[src/rtl/mem_port_arbiter.sv]
// -----------------------------------------------------------------------------
// mem_port_arbiter
//
// Shares one single-port memory between the core's instruction-fetch port (i_*)
// and its data port (d_*). The data side wins ties. A fetch that has waited
// through DATA_BURST_MAX consecutive data grants is served next. A grant that
// sees no mem_valid for TIMEOUT cycles is aborted with a bus_error pulse.
//
// Ports
//   clk, rst                     clock, asynchronous active-high reset
//   i_request/i_we_re/i_mask/i_addr          fetch request side (held until i_valid)
//   i_valid/i_rdata              fetch completion (combinational from mem_valid)
//   d_request/d_we_re/d_mask/d_addr/d_wdata  data request side (held until d_valid)
//   d_valid/d_rdata              data completion (combinational from mem_valid)
//   mem_request/mem_we_re/mem_mask/mem_addr/mem_wdata  registered memory request
//   mem_valid/mem_rdata          memory completion (single-cycle pulse)
//   bus_error                    single-cycle pulse when an access is aborted by timeout
//
// Cycle flow: IDLE decides -> GNT_x (mem_request high) -> TURN (one dead cycle
// so the finished requester can drop its request) -> IDLE.
// -----------------------------------------------------------------------------
module mem_port_arbiter #(
  parameter int unsigned DATA_BURST_MAX = 4,
  parameter int unsigned TIMEOUT        = 64,
  parameter int unsigned TO_W           = 8
) (
  input  logic        clk,
  input  logic        rst,
  input  logic        i_request,
  input  logic        i_we_re,
  input  logic [3:0]  i_mask,
  input  logic [31:0] i_addr,
  output logic        i_valid,
  output logic [31:0] i_rdata,
  input  logic        d_request,
  input  logic        d_we_re,
  input  logic [3:0]  d_mask,
  input  logic [31:0] d_addr,
  input  logic [31:0] d_wdata,
  output logic        d_valid,
  output logic [31:0] d_rdata,
  output logic        mem_request,
  output logic        mem_we_re,
  output logic [3:0]  mem_mask,
  output logic [31:0] mem_addr,
  output logic [31:0] mem_wdata,
  input  logic        mem_valid,
  input  logic [31:0] mem_rdata,
  output logic        bus_error
);

  localparam int unsigned BW = $clog2(DATA_BURST_MAX + 1);
  localparam logic [BW-1:0]   BURST_MAX = BW'(DATA_BURST_MAX);
  localparam logic [BW-1:0]   BURST_ONE = BW'(1);
  localparam logic [TO_W-1:0] TO_ONE    = TO_W'(1);
  localparam logic [TO_W-1:0] TO_LAST   = (TIMEOUT > 32'd0) ? TO_W'(TIMEOUT - 32'd1) : {TO_W{1'b0}};

  typedef enum logic [1:0] {
    IDLE  = 2'd0,
    GNT_I = 2'd1,
    GNT_D = 2'd2,
    TURN  = 2'd3
  } state_t;

  state_t          state_q, state_d;
  logic [BW-1:0]   burst_q, burst_d;
  logic [TO_W-1:0] to_q, to_d;
  logic            mem_request_q, mem_request_d;
  logic            mem_we_re_q, mem_we_re_d;
  logic [3:0]      mem_mask_q, mem_mask_d;
  logic [31:0]     mem_addr_q, mem_addr_d;
  logic [31:0]     mem_wdata_q, mem_wdata_d;

  logic            grant_s;
  logic            timeout_hit_s;
  logic            done_s;

  // Grant status, timeout detection (mem_valid in the last cycle still wins)
  always_comb begin
    grant_s       = (state_q == GNT_I) || (state_q == GNT_D);
    timeout_hit_s = 1'b0;
    if (TIMEOUT != 32'd0) begin
      timeout_hit_s = grant_s && (to_q == TO_LAST) && !mem_valid;
    end else begin
      timeout_hit_s = 1'b0;
    end
    done_s = grant_s && (mem_valid || timeout_hit_s);
  end

  // Completion outputs; rdata is zero on abort because mem_valid is low then
  always_comb begin
    i_valid   = 1'b0;
    i_rdata   = 32'h0000_0000;
    d_valid   = 1'b0;
    d_rdata   = 32'h0000_0000;
    bus_error = timeout_hit_s;
    if (state_q == GNT_I) begin
      i_valid = done_s;
      i_rdata = mem_valid ? mem_rdata : 32'h0000_0000;
    end else if (state_q == GNT_D) begin
      d_valid = done_s;
      d_rdata = mem_valid ? mem_rdata : 32'h0000_0000;
    end else begin
      i_valid = 1'b0;
      d_valid = 1'b0;
    end
  end

  // Next-state, starvation counter, timeout counter and latched memory fields
  always_comb begin
    state_d       = state_q;
    burst_d       = burst_q;
    to_d          = to_q;
    mem_request_d = mem_request_q;
    mem_we_re_d   = mem_we_re_q;
    mem_mask_d    = mem_mask_q;
    mem_addr_d    = mem_addr_q;
    mem_wdata_d   = mem_wdata_q;
    case (state_q)
      IDLE: begin
        // Data wins unless the pending fetch has sat through a full data burst
        if (d_request && !(i_request && (burst_q == BURST_MAX))) begin
          state_d       = GNT_D;
          to_d          = {TO_W{1'b0}};
          mem_request_d = 1'b1;
          mem_we_re_d   = d_we_re;
          mem_mask_d    = d_mask;
          mem_addr_d    = d_addr;
          mem_wdata_d   = d_wdata;
          if (!i_request) begin
            burst_d = {BW{1'b0}};
          end else if (burst_q == BURST_MAX) begin
            burst_d = burst_q;
          end else begin
            burst_d = burst_q + BURST_ONE;
          end
        end else if (i_request) begin
          state_d       = GNT_I;
          to_d          = {TO_W{1'b0}};
          burst_d       = {BW{1'b0}};
          mem_request_d = 1'b1;
          mem_we_re_d   = i_we_re;
          mem_mask_d    = i_mask;
          mem_addr_d    = i_addr;
          mem_wdata_d   = 32'h0000_0000;
        end else begin
          state_d = IDLE;
        end
      end
      GNT_I, GNT_D: begin
        if (done_s) begin
          state_d       = TURN;
          mem_request_d = 1'b0;
          mem_we_re_d   = 1'b0;
          mem_mask_d    = 4'h0;
          mem_addr_d    = 32'h0000_0000;
          mem_wdata_d   = 32'h0000_0000;
        end else if (TIMEOUT != 32'd0) begin
          to_d = to_q + TO_ONE;
        end else begin
          to_d = to_q;
        end
      end
      TURN: begin
        state_d = IDLE;
      end
      default: begin
        state_d       = IDLE;
        mem_request_d = 1'b0;
      end
    endcase
  end

  // State and output registers
  always_ff @(posedge clk or posedge rst) begin
    if (rst) begin
      state_q       <= IDLE;
      burst_q       <= {BW{1'b0}};
      to_q          <= {TO_W{1'b0}};
      mem_request_q <= 1'b0;
      mem_we_re_q   <= 1'b0;
      mem_mask_q    <= 4'h0;
      mem_addr_q    <= 32'h0000_0000;
      mem_wdata_q   <= 32'h0000_0000;
    end else begin
      state_q       <= state_d;
      burst_q       <= burst_d;
      to_q          <= to_d;
      mem_request_q <= mem_request_d;
      mem_we_re_q   <= mem_we_re_d;
      mem_mask_q    <= mem_mask_d;
      mem_addr_q    <= mem_addr_d;
      mem_wdata_q   <= mem_wdata_d;
    end
  end

  assign mem_request = mem_request_q;
  assign mem_we_re   = mem_we_re_q;
  assign mem_mask    = mem_mask_q;
  assign mem_addr    = mem_addr_q;
  assign mem_wdata   = mem_wdata_q;

endmodule

[config.mk]
export PLATFORM = sky130hd
export DESIGN_NAME = mem_port_arbiter
export DESIGN_NICKNAME = d
export VERILOG_FILES = /design/src/rtl/mem_port_arbiter.sv
export SDC_FILE = /design/constraint.sdc
export NUM_CORES = 1
export LEC_CHECK = 0
export BUFFER_PORTS_ARGS = -buffer_cell sky130_fd_sc_hd__buf_4
export CAP_MARGIN = 0
export CORE_AREA = 2 2 109 111
export CTS_BUF_LIST = sky130_fd_sc_hd__clkbuf_16
export CTS_CLUSTER_SIZE = 24
export DETAILED_ROUTE_END_ITERATION = 12
export DIE_AREA = 0 0 111 113
export PLACE_DENSITY = 0.77
export REMOVE_ABC_BUFFERS = 1
export SLEW_MARGIN = 40
export SYNTH_ARGS = -nofsm -noshare
export SYNTH_HDL_FRONTEND = slang
export SYNTH_SLANG_ARGS = --single-unit
[constraint.sdc]
create_clock -name clk -period 4.1 [get_ports clk]
set_input_delay 0.615 -clock clk [delete_from_list [all_inputs] [get_ports clk]]
set_output_delay 0.615 -clock clk [all_outputs]
set_load 0.1 [all_outputs]
==> run metrics <==
Required @ worst endpoint=3.48 ns; chip height=113 um; Syn. warnings=0; H-Tree Depth=3; internal power=2.49 mW; first-pass GRT wire length=22,200 um; Max VDD drop=696 uV; GPL Wtd Cong=0.985; post-synthesis sequential area ratio=48.1%; Fin Setup TNS=0 ns; all-layer global routing usage=22.5%; met3 Use GR=5.46%; clock skew=0.00700 ns; Netlist Area Pre-Place=0.00432 sq mm; worst rel slew slack=63.1%; Rows=39; Hold-fix buffers, CTS=0; TritonCTS Buffers=9; pwr/cell area=894 mW/mm^2; Post-CTS Setup Repair Bufs=0; most common cell after layout, fill and taps aside=buf_4; vias=4,105; min-delay worst type=in2async; grt met2 use=41.8%; clk sinks=83; GR Overflow Total=0; post-CTS resize count=0; R2R Setup Slk=1.61 ns; Max-cap violations=0; share of power burned in the clock network=14.5%; input/output buffers=279; slack of the critical path=1.19 ns; worst-path maximum fanout=5; wire per inst=18.3 um; Combinational Power Share=65.2%; P_sw=3.58 mW; Worst path slowest cell=dfrtp_1; clock-pin slew on the worst setup and hold paths=0.06 ns; synthesis-to-finish area growth=57.0%; hpwl dp=11,300 um; IO Pins=280; DRT antenna net count=0; minimum clock period=2.91 ns; most frequent cells in the layout=buf_4, dfrtp_1, mux2i_1; Crit. End Element=output pin; R2R Path Start=state_q[1]$_DFFE_PP0P_; fillers=923; placed inst area=0.00645 sq mm; drt initial violations=246; worst skew pair latency=0.33 ns; post-layout instance area=0.00679 sq mm; Post-synth EDFFs=0; Max Clock Freq=0.344 GHz; number of global-route vias before repair=4,173; vias per cell=5.20; Die W=111 um; post-place setup slack=1.19 ns; Fin. Hold Viols=0; Initial Util=38.3%; most used routing layer=met2; Final period util=70.9%; P_leak=3.70 nW; setup violators final=0; crit path DAT=2.29 ns; Final Slew Violations=0; Max clock buf depth=2; RSZ-0062 raised after global routing=false; dominant synthesized flop cell=dfrtp_1; sequential power share=20.3%; pin count of the biggest net entering global routing=60; Critical Path Start=to_q[0]$_DFFE_PP0P_; die footprint=0.0125 sq mm; Multi-input gate area=0.00204 sq mm; Slew @ Worst Pin=0.554 ns; DRC=0; Synth Instances=376; CTS root buf=clkbuf_16; crit-path cells=ha_1 -> or3b_1 -> nor2_1 -> o21ai_1 -> nor3b_1 -> buf_4; FF+latch count, synth=83; Post-Route WL=14,500 um; Post-synth ARST share=100%; Sequential Area=0.00208 sq mm; CTS tree=built; nets=791; Cell variety after synth=47; startpoint types=flip-flop; grt met1 use=24.8%; switch share=59.0%; initial antenna violation count=1; 1st-pass router iterations=4; CORE AREA=0.0113 sq mm; share of layout cells above drive strength 1=49.5%; CP Class=reg2out; max incr delay on CP=0.40 ns; average size of a mapped cell=11.5 sq um; run status=complete, no violations
-- state kept, by name (all words and copies together) (netlist names) --
| register | count |
|---|---|
| mem_mask | 4 |
| mem_request | 1 |
| burst_q | 3 |
| to_q | 8 |
| mem_wdata | 32 |
| state_q | 2 |
| mem_addr | 32 |
| mem_we_re | 1 |
-- Yosys cell counts (2+ instances only) --
library cell	instances	area [sq um]
o2bb2ai_1	27	236
nor3_1	3	15.0
buf_2	6	30.0
nor3b_1	2	15.0
mux2i_1	39	390
nand2_2	2	12.5
nand3_1	3	15.0
nor2_1	13	48.8
clkbuf_1	13	48.8
and3_1	34	213
inv_1	7	26.3
o21ai_1	2	10.0
and2_1	32	200
nor4_1	2	12.5
nand2_1	10	37.5
dfrtp_1	83	2080
o2bb2ai_2	10	150
or3b_1	2	17.5
o21ai_0	3	15.0
nand2b_1	3	18.8
buf_4	4	30.0
and3b_1	2	17.5
ha_1	7	87.6
a22o_1	35	307
a31oi_1	4	25.0
buf_6	6	67.6
a21oi_1	2	10.0
-- metrics by stage --
stage               power (mW)  utilization (%)  cells  hold slack (ns)
floorplan                 4.23                -    346            0.479
global placement          5.14             57.2    773            0.472
detailed placement        5.21             57.2    773            0.475
CTS                       6.10             60.1    789            0.341
global route              6.31             60.2    790            0.356
finish                    6.07             60.2    790            0.322
-- logic make-up (layout without fill, tap and decap cells) --
kind of cell | count (synthesis) | after routing | synth area share, %
AND/OR/NAND/NOR | 116 | 116 | 16.2
AO/OA/AOI/OAI | 93 | 93 | 19.4
flip-flops | 83 | 83 | 48.1
multiplexers | 40 | 40 | 9.29
buffers and inverters | 37 | 307 | 5.04
adder cells (fa/ha/maj) | 7 | 7 | 2.03
other | 0 | 1 | 0
-- power by group through the flow --
stage	Combinational [mW]	Sequential [mW]	Clock, mW
floorplan	1.59	2.63	0
global placement	3.91	1.23	0
detailed placement	3.98	1.23	0
CTS	3.98	1.23	0.892
global route	4.11	1.26	0.939
finish	3.96	1.23	0.879
-- cell type report --
| type | count | share of cell area [%] |
|---|---|---|
| sequential | 83 | 30.6 |
| inverter | 7 | 0.461 |
| antenna | 1 | 0.0369 |
| clock inverter | 7 | 1.46 |
| multi-input combinational | 256 | 30.1 |
| timing repair buffer | 284 | 31.4 |
| clock buffer | 9 | 3.32 |
| tap | 143 | 2.64 |
-- layer usage --
metal	routed length, um	vias to the layer above
met2	7780	208
li1	-	1924
met4	408	0
met1	5140	1948
met3	1130	25
met5	0	-
-- critical path: cells and delay by family (launching register included) --
family	cells	cell delay, ns
AND/OR/NAND/NOR	3	0.90
flip-flops	1	0.40
buffers and inverters	1	0.32
adder cells (fa/ha/maj)	1	0.20
AO/OA/AOI/OAI	1	0.14
-- path summary, 6_finish.rpt --
path                                              to  cells after the start
setup / recovery                             d_valid                      6
hold / removal             mem_wdata[20]$_DFFE_PP0P_                      2
setup reg to reg             mem_mask[2]$_DFFE_PP0P_                      7
hold reg to reg             mem_addr[16]$_DFFE_PP0P_                      1
max in group asynchronous    mem_mask[0]$_DFFE_PP0P_                      3
min in group clk            mem_addr[16]$_DFFE_PP0P_                      1
Power figures use the tool's default switching activity.
